$ cat src/rtl/data_memory_dumper.sv
// Snapshots the data-memory debug bus on request and streams it out one byte per
// valid/ready transfer: slot 0 first, most-significant byte of each slot first.
module data_memory_dumper #(
  parameter int unsigned ADDR_SIZE = 5,
  parameter int unsigned SLOT_SIZE = 32,
  parameter int unsigned BYTE_SIZE = 8
) (
  input  logic                                  i_clk,
  input  logic                                  i_reset,
  input  logic                                  i_start,
  input  logic                                  i_abort,
  input  logic [(2**ADDR_SIZE)*SLOT_SIZE-1:0]   i_bus_debug,
  input  logic                                  i_tx_ready,
  output logic [BYTE_SIZE-1:0]                  o_tx_data,
  output logic                                  o_tx_valid,
  output logic                                  o_busy,
  output logic                                  o_done
);

  localparam int unsigned BusW         = (2**ADDR_SIZE) * SLOT_SIZE;
  localparam int unsigned BytesPerSlot = SLOT_SIZE / BYTE_SIZE;
  localparam int unsigned Total        = (2**ADDR_SIZE) * BytesPerSlot;
  localparam int unsigned CntW         = (Total > 1) ? $clog2(Total) : 1;

  typedef enum logic [1:0] {StIdle, StSend, StDone} state_e;

  state_e                state_q, state_d;
  logic [CntW-1:0]       cnt_q, cnt_d;
  logic [BusW-1:0]       snap_q, snap_d;
  logic [BYTE_SIZE-1:0]  tx_data_q, tx_data_d;
  logic                  tx_valid_q, tx_valid_d;
  logic                  busy_q, busy_d;
  logic                  done_q, done_d;

  // Byte k lives in slot k/BytesPerSlot, counted from the slot's MSB end.
  function automatic logic [BYTE_SIZE-1:0] byte_at(input logic [BusW-1:0] bus,
                                                   input int unsigned k);
    int unsigned off;
    off = (k / BytesPerSlot) * SLOT_SIZE + (BytesPerSlot - 1 - k % BytesPerSlot) * BYTE_SIZE;
    return bus[off +: BYTE_SIZE];
  endfunction

  always_comb begin
    state_d    = state_q;
    cnt_d      = cnt_q;
    snap_d     = snap_q;
    tx_data_d  = tx_data_q;
    tx_valid_d = tx_valid_q;
    busy_d     = busy_q;
    done_d     = 1'b0;

    unique case (state_q)
      StIdle: begin
        if (i_start) begin
          snap_d     = i_bus_debug;
          cnt_d      = '0;
          tx_data_d  = byte_at(i_bus_debug, 0);
          tx_valid_d = 1'b1;
          busy_d     = 1'b1;
          state_d    = StSend;
        end
      end
      StSend: begin
        if (i_abort) begin
          cnt_d      = '0;
          tx_valid_d = 1'b0;
          busy_d     = 1'b0;
          state_d    = StIdle;
        end else if (i_tx_ready) begin
          if (cnt_q == CntW'(Total - 1)) begin
            cnt_d      = '0;
            tx_valid_d = 1'b0;
            busy_d     = 1'b0;
            done_d     = 1'b1;
            state_d    = StDone;
          end else begin
            cnt_d     = cnt_q + CntW'(1);
            tx_data_d = byte_at(snap_q, 32'(cnt_q) + 32'd1);
          end
        end
      end
      StDone: begin
        state_d = StIdle;
      end
      default: begin
        state_d    = StIdle;
        tx_valid_d = 1'b0;
        busy_d     = 1'b0;
      end
    endcase
  end

  always_ff @(posedge i_clk or posedge i_reset) begin
    if (i_reset) begin
      state_q    <= StIdle;
      cnt_q      <= '0;
      snap_q     <= '0;
      tx_data_q  <= '0;
      tx_valid_q <= 1'b0;
      busy_q     <= 1'b0;
      done_q     <= 1'b0;
    end else begin
      state_q    <= state_d;
      cnt_q      <= cnt_d;
      snap_q     <= snap_d;
      tx_data_q  <= tx_data_d;
      tx_valid_q <= tx_valid_d;
      busy_q     <= busy_d;
      done_q     <= done_d;
    end
  end

  assign o_tx_data  = tx_data_q;
  assign o_tx_valid = tx_valid_q;
  assign o_busy     = busy_q;
  assign o_done     = done_q;

endmodule

$ cat config.mk
export PLATFORM = sky130hd
export DESIGN_NAME = data_memory_dumper
export DESIGN_NICKNAME = d
export VERILOG_FILES = /design/src/rtl/data_memory_dumper.sv
export SDC_FILE = /design/constraint.sdc
export NUM_CORES = 2
export LEC_CHECK = 0
export BUFFER_PORTS_ARGS = -buffer_cell sky130_fd_sc_hd__buf_2
export CAP_MARGIN = 10
export CELL_PAD_IN_SITES_DETAIL_PLACEMENT = 1
export CELL_PAD_IN_SITES_GLOBAL_PLACEMENT = 2
export CORE_ASPECT_RATIO = 1.2
export CORE_UTILIZATION = 27
export CTS_BUF_LIST = sky130_fd_sc_hd__clkbuf_4 sky130_fd_sc_hd__clkbuf_8 sky130_fd_sc_hd__clkbuf_16
export DETAILED_ROUTE_END_ITERATION = 7
export GPL_TIMING_DRIVEN = 1
export PLACE_DENSITY = 0.69
export REMOVE_ABC_BUFFERS = 1
export SYNTH_ARGS = -nofsm -noshare
export SYNTH_HDL_FRONTEND = slang
export SYNTH_SLANG_ARGS = --single-unit
export TNS_END_PERCENT = 20
$ cat constraint.sdc
create_clock -name i_clk -period 30.6 [get_ports i_clk]
set_input_delay 3.06 -clock i_clk [delete_from_list [all_inputs] [get_ports i_clk]]
set_output_delay 3.06 -clock i_clk [all_outputs]
set_load 0.02 [all_outputs]
# == Word level (Yosys, flattened, before mapping) ==
# Cells that the tools add are included.
# word_totals
register_bits,1043
latch_bits,0
ramBits,0
rom_bits,0
inputBits,1029
out_inout_bits,11
elab_cells,52
mem_count,0
# classes
addsub,4
multipliers,0
n_div,0
n_lt_le_gt_ge,0
eq_ne,9
n_shift,1
muxes,24
n_bitwise,1
reduce_logical,7
# op_table
operator,count
1024-bit by 33-bit variable part select with 8-bit output,1
8-bit two-way mux,4
7-bit two-way mux,4
8-bit one-hot mux with 2 select lines,1
7-bit one-hot mux with 2 select lines,1
12-bit by 6-bit adder with 13-bit output,1
7-bit by 1-bit adder with 8-bit output (second input constant),1
1-bit two-way mux,8
2-bit two-way mux,4
2-bit != test (second input constant),4
7-bit by 1-bit adder with 7-bit output (second input constant),1
7-bit equality test (second input constant),1
3-bit != test (second input constant),2
3-bit AND reduction,2
5-bit AND reduction,1
2-bit one-hot mux with 2 select lines,1
4-bit AND reduction,1
1-bit one-hot mux with 3 select lines,1
2-bit by 2-bit subtractor with 3-bit output (first input constant),1
2-bit by 1-bit equality test with 1-bit output (second input constant),1
2-bit equality test (second input constant),1
2-bit logical NOT,1
2-bit AND reduction,1
2-bit nonzero test,1
1-bit inverter,1

# == Logic depth before layout (Yosys ltp) ==
# depth
depth_word,8
depth_mapped,12
depth_no_buf,8

# == Least setup slack after synthesis ==
# OpenSTA, ideal clock, no wires.
# synth_timing
path_kind,input-to-reg
from,input i_abort
to,"register tx_data_q[6], in the netlist o_tx_data[6]"
setup_ps,124
arrival_time_ps,4603
t_required_ps,30476
slack_ps,25874
stages,8
n_path_buf,1
cell_sequence,nand4bb_1 > clkbuf_1 > a21oi_1 > nor2_1 > a21oi_1 > nor3b_1 > nand4_1 > o31a_1
# synth_via
elab_chain_len,2
# synth_rtl
element,line,rtl
start: declaration,11,"input logic i_abort,"
2-bit != test (no line),-,
5-bit AND reduction (no line),-,
end signal: assignment,106,tx_data_q <= tx_data_d;
end: declaration,30,"logic [BYTE_SIZE-1:0] tx_data_q, tx_data_d;"
# Every way passes these cells.
# A chain may end at the register's enable or synchronous reset.

# == Final worst setup path ==
# layout_timing
from,input i_start
to,register snap_q[312]
# layout_via
elab_chain_len,1
# layout_rtl
element,line,rtl
start: declaration,10,"input logic i_start,"
2-bit AND reduction (no line),-,
end signal: assignment,105,snap_q <= snap_d;
end: declaration,29,"logic [BusW-1:0] snap_q, snap_d;"
# Every way passes these cells.

==> metrics.md <==
| Metric | Value |
|---|---|
| Fraction of synthesized area in multiplexers | 13.7% |
| LEAKAGE | 30.7 nW |
| Final instance area | 59600 µm² |
| Port bufs | 1039 |
| HP Class | flop to flop |
| CTS resizes | 0 |
| Initial antenna violation count | 152 |
| Post-synth top flop | dfrtp_1 |
| Root buffer cell | clkbuf_16 |
| Most frequent cells in the layout | 3191 x nand2_1, 1042 x dfrtp_1, 1039 x buf_2, 257 x mux4_2, 124 x clkbuf_16 |
| Fillers | 20600 |
| Drt total wl | 202000 µm |
| Yosys reg bits | 1043 |
| Clock buffer depth | 3 |
| Gr ovfl total | 0 |
| Netlist cell types | 67 |
| Simple-gate share of the synthesized area | 26.4% |
| Post-layout net count | 7077 |
| Startpoint Class | primary input |
| Dpl cell area | 55200 µm² |
| Global Route Usage Sum | 22.4% |
| Mapped Cells | 5158 |
| Worst-path maximum fanout | 222 |
| Setup violators final | 0 |
| Sw frac | 30.7% |
| Drt drc | 0 |
| Vias | 40000 |
| Pint | 2.99 mW |
| Seq/Total Area, Yosys | 54.4% |
| CTS Buf Count | 121 |
| Critical path arrival | 7.56 ns |
| Top-area cell type share of the netlist area | 54.4% |
| Setup repair after global routing missed its margin | no |
| Final hold violation count | 0 |
| First-pass GRT wire length | 296000 µm |
| Routed Antenna Nets | 0 |
| TritonCTS Sinks | 1043 |
| Vias/cell | 4.70 |
| Drt pass-1 iters | 5 |
| FF-to-FF Start | cnt_q[0]$_DFFE_PP0P_ |
| DIE HEIGHT | 464 µm |
| Crit path buffers/inverters | 4 |
| Post-synth EDFFs | 0 |
| Sequential Power Share | 42.3% |
| Die Area | 179000 µm² |
| H-tree levels | 3 |
| Combinational fraction of design power | 21.6% |
| CTS tree | done |
| VDD IR max | 52.8 µV |
| WL/cell | 23.7 µm |
| Row count | 169 |
| Global placer's final weighted congestion | 0.845 |
| Adder-Cell Fraction of Synth Area | 0.0261% |
| Crit path largest cell delay | 0.97 ns |
| Initial Util | 27.2% |
| Max Fclk | 146 MHz |
| Critical path required time | 31.29 ns |
| DP Wirelength | 147000 µm |
| Min cycle time layout | 6.86 ns |
| Most common cell after layout, fill and taps aside | nand2_1 |
| Core Area | 177000 µm² |
| Hold slack final | 0.464 ns |
| Core Util, Final | 33.8% |
| CP max-delay cell | buf_4 |
| Layout Cells excl Fill | 8529 |
| Yosys warns | 0 |
| HP Start | snap_q[103]$_DFFE_PP0P_ |
| Largest net degree at the start of global routing | 223 |
| Final Power | 4.32 mW |
| DR iter-0 viols | 2254 |
| Avg Cell Area, Syn | 9.30 µm² |
| Area leader, netlist | dfrtp_1 |
| Worst Setup End Kind | flop |
| Max-cap violations | 0 |
| Outcome | finished clean |
| Pins over their slew limit | 0 |
| Worst Skew | 0.0324 ns |
| Compound-Gate Fraction of Synth Area | 1.94% |
| Fraction of layout cells with a size suffix above 1 | 26.0% |
| Asr flop ratio synth | 100% |
| Clock power frac | 36.1% |
| Power Dens Cells | 72.4 nW/µm² |
| I/O pin count | 1040 |
| Area delta synth->final | 24.4% |
| Number of global-route vias before repair | 42800 |
| Worst slew pin tran | 1.35 ns |
| CTS clk-pin slew, worst paths | 0.06 ns |
| CP cell instances | buf_2 > nand2b_1 > or2_4 > buf_4 > buf_12 > buf_4 > nand2_1 > nand2_1 |
| Top Family by Delay on Critical Path | buffers and inverters |
| Final period util | 22.4% |
| Mapped Area | 47900 µm² |
| P_sw | 1.33 mW |
| Hold buffers post-CTS | 0 |
| Cells taking the most area after synthesis | dfrtp_1 54%, nand2_1 25%, mux4_2 12% |
| Placed cell count | 8232 |
| Worst skew pair latency | 0.75 ns |
| Largest family of logic cells by synthesized area | simple AND/OR/NAND/NOR gates |
| XOR/XNOR Fraction of Synth Area | 0.253% |
| Postcts setup bufs | 0 |
| Rel. slew slack | 10.0% |
| Crit. Startpoint | i_start |
| Crit Path Class | primary input to flop |
| Die X | 387 µm |
sequential cells by signal, indices dropped and copies added, names as in the netlist:
| signal | flops |
|---|---|
| o_busy | 1 |
| snap_q | 1024 |
| cnt_q | 7 |
| o_done | 1 |
| state_q | 2 |
| o_tx_data | 8 |
worst paths after layout:
kind                                       endpoint  slack (ns)  cells after the start
max reg2reg                o_tx_data[1]$_DFFE_PP0P_       24.90                     10
max                         snap_q[312]$_DFFE_PP0P_       23.74                      8
min in group asynchronous    snap_q[85]$_DFFE_PP0P_        2.42                      2
min                         snap_q[103]$_DFFE_PP0P_        0.46                      2
min reg2reg                 snap_q[103]$_DFFE_PP0P_        0.46                      2
max in group asynchronous     snap_q[6]$_DFFE_PP0P_       24.39                      6
logic make-up (layout without fill, tap and decap cells):
family                   Yosys count  count (layout)
multiplexers                     319             319
flip-flops                      1043            1043
AO/OA/AOI/OAI                    131             131
other                              0              75
adder cells (fa/ha/maj)            1               1
buffers and inverters            337            1325
AND/OR/NAND/NOR                 3317            3317
XOR/XNOR                          10              10
cell usage after synthesis (5+ instances only):
cell      count
a211oi_1      6
a21oi_1      15
a22o_1        7
a311oi_1      6
a31oi_1       7
and3_1       13
buf_2        41
buf_4        27
buf_6        17
clkbuf_1    242
dfrtp_1    1043
inv_1         6
mux2_2        5
mux2i_1      48
mux4_1        9
mux4_2      257
nand2_1    3191
nand3_1      35
nand4_1      12
nor2_1       29
nor2b_1       5
nor3_1       11
o211ai_1      7
o21ai_0      31
o32ai_1       6
tightest hold or removal path, cell delays in order, from the launching register on:
cell and delay (ns):
dfrtp_1 0.33, nand2_1 0.05, nand2_1 0.05
cell type report:
class | count | area, µm² | area share, %
Sequential cell | 1043 | 26100 | 43.8
Multi-Input combinational cell | 3778 | 20400 | 34.2
Timing Repair Buffer | 1097 | 5760 | 9.66
Clock buffer | 187 | 3790 | 6.35
Tap cell | 2308 | 2890 | 4.84
Clock inverter | 35 | 508 | 0.852
Antenna cell | 75 | 188 | 0.315
Inverter | 6 | 30.0 | 0.0503
metal layers:
| layer | GRT usage, % | wire [µm] | vias to the layer above |
|---|---|---|---|
| li1 | - | - | 18400 |
| met1 | 29.1 | 86800 | 20000 |
| met2 | 36.6 | 95300 | 1177 |
| met3 | 6.59 | 15100 | 328 |
| met4 | 5.10 | 4210 | 120 |
| met5 | 0 | 770 | - |
stage by stage:
step	setup TNS [ns]	setup WS (ns)
3_5_place_dp	0	23.12
2_1_floorplan	-5773.87	-9.32
5_1_grt	0	23.56
6_report	0	23.74
4_1_cts	0	23.98
3_3_place_gp	0	23.16
power groups by stage:
stage          combinational, mW  sequential [mW]  clock (mW)
2_1_floorplan              0.916             1.82           0
3_3_place_gp               0.939             1.84           0
3_5_place_dp               0.957             1.85           0
4_1_cts                    0.962             1.83        1.60
5_1_grt                     1.05             1.86        1.65
6_report                   0.934             1.83        1.56
Power figures use the tool's default switching activity.
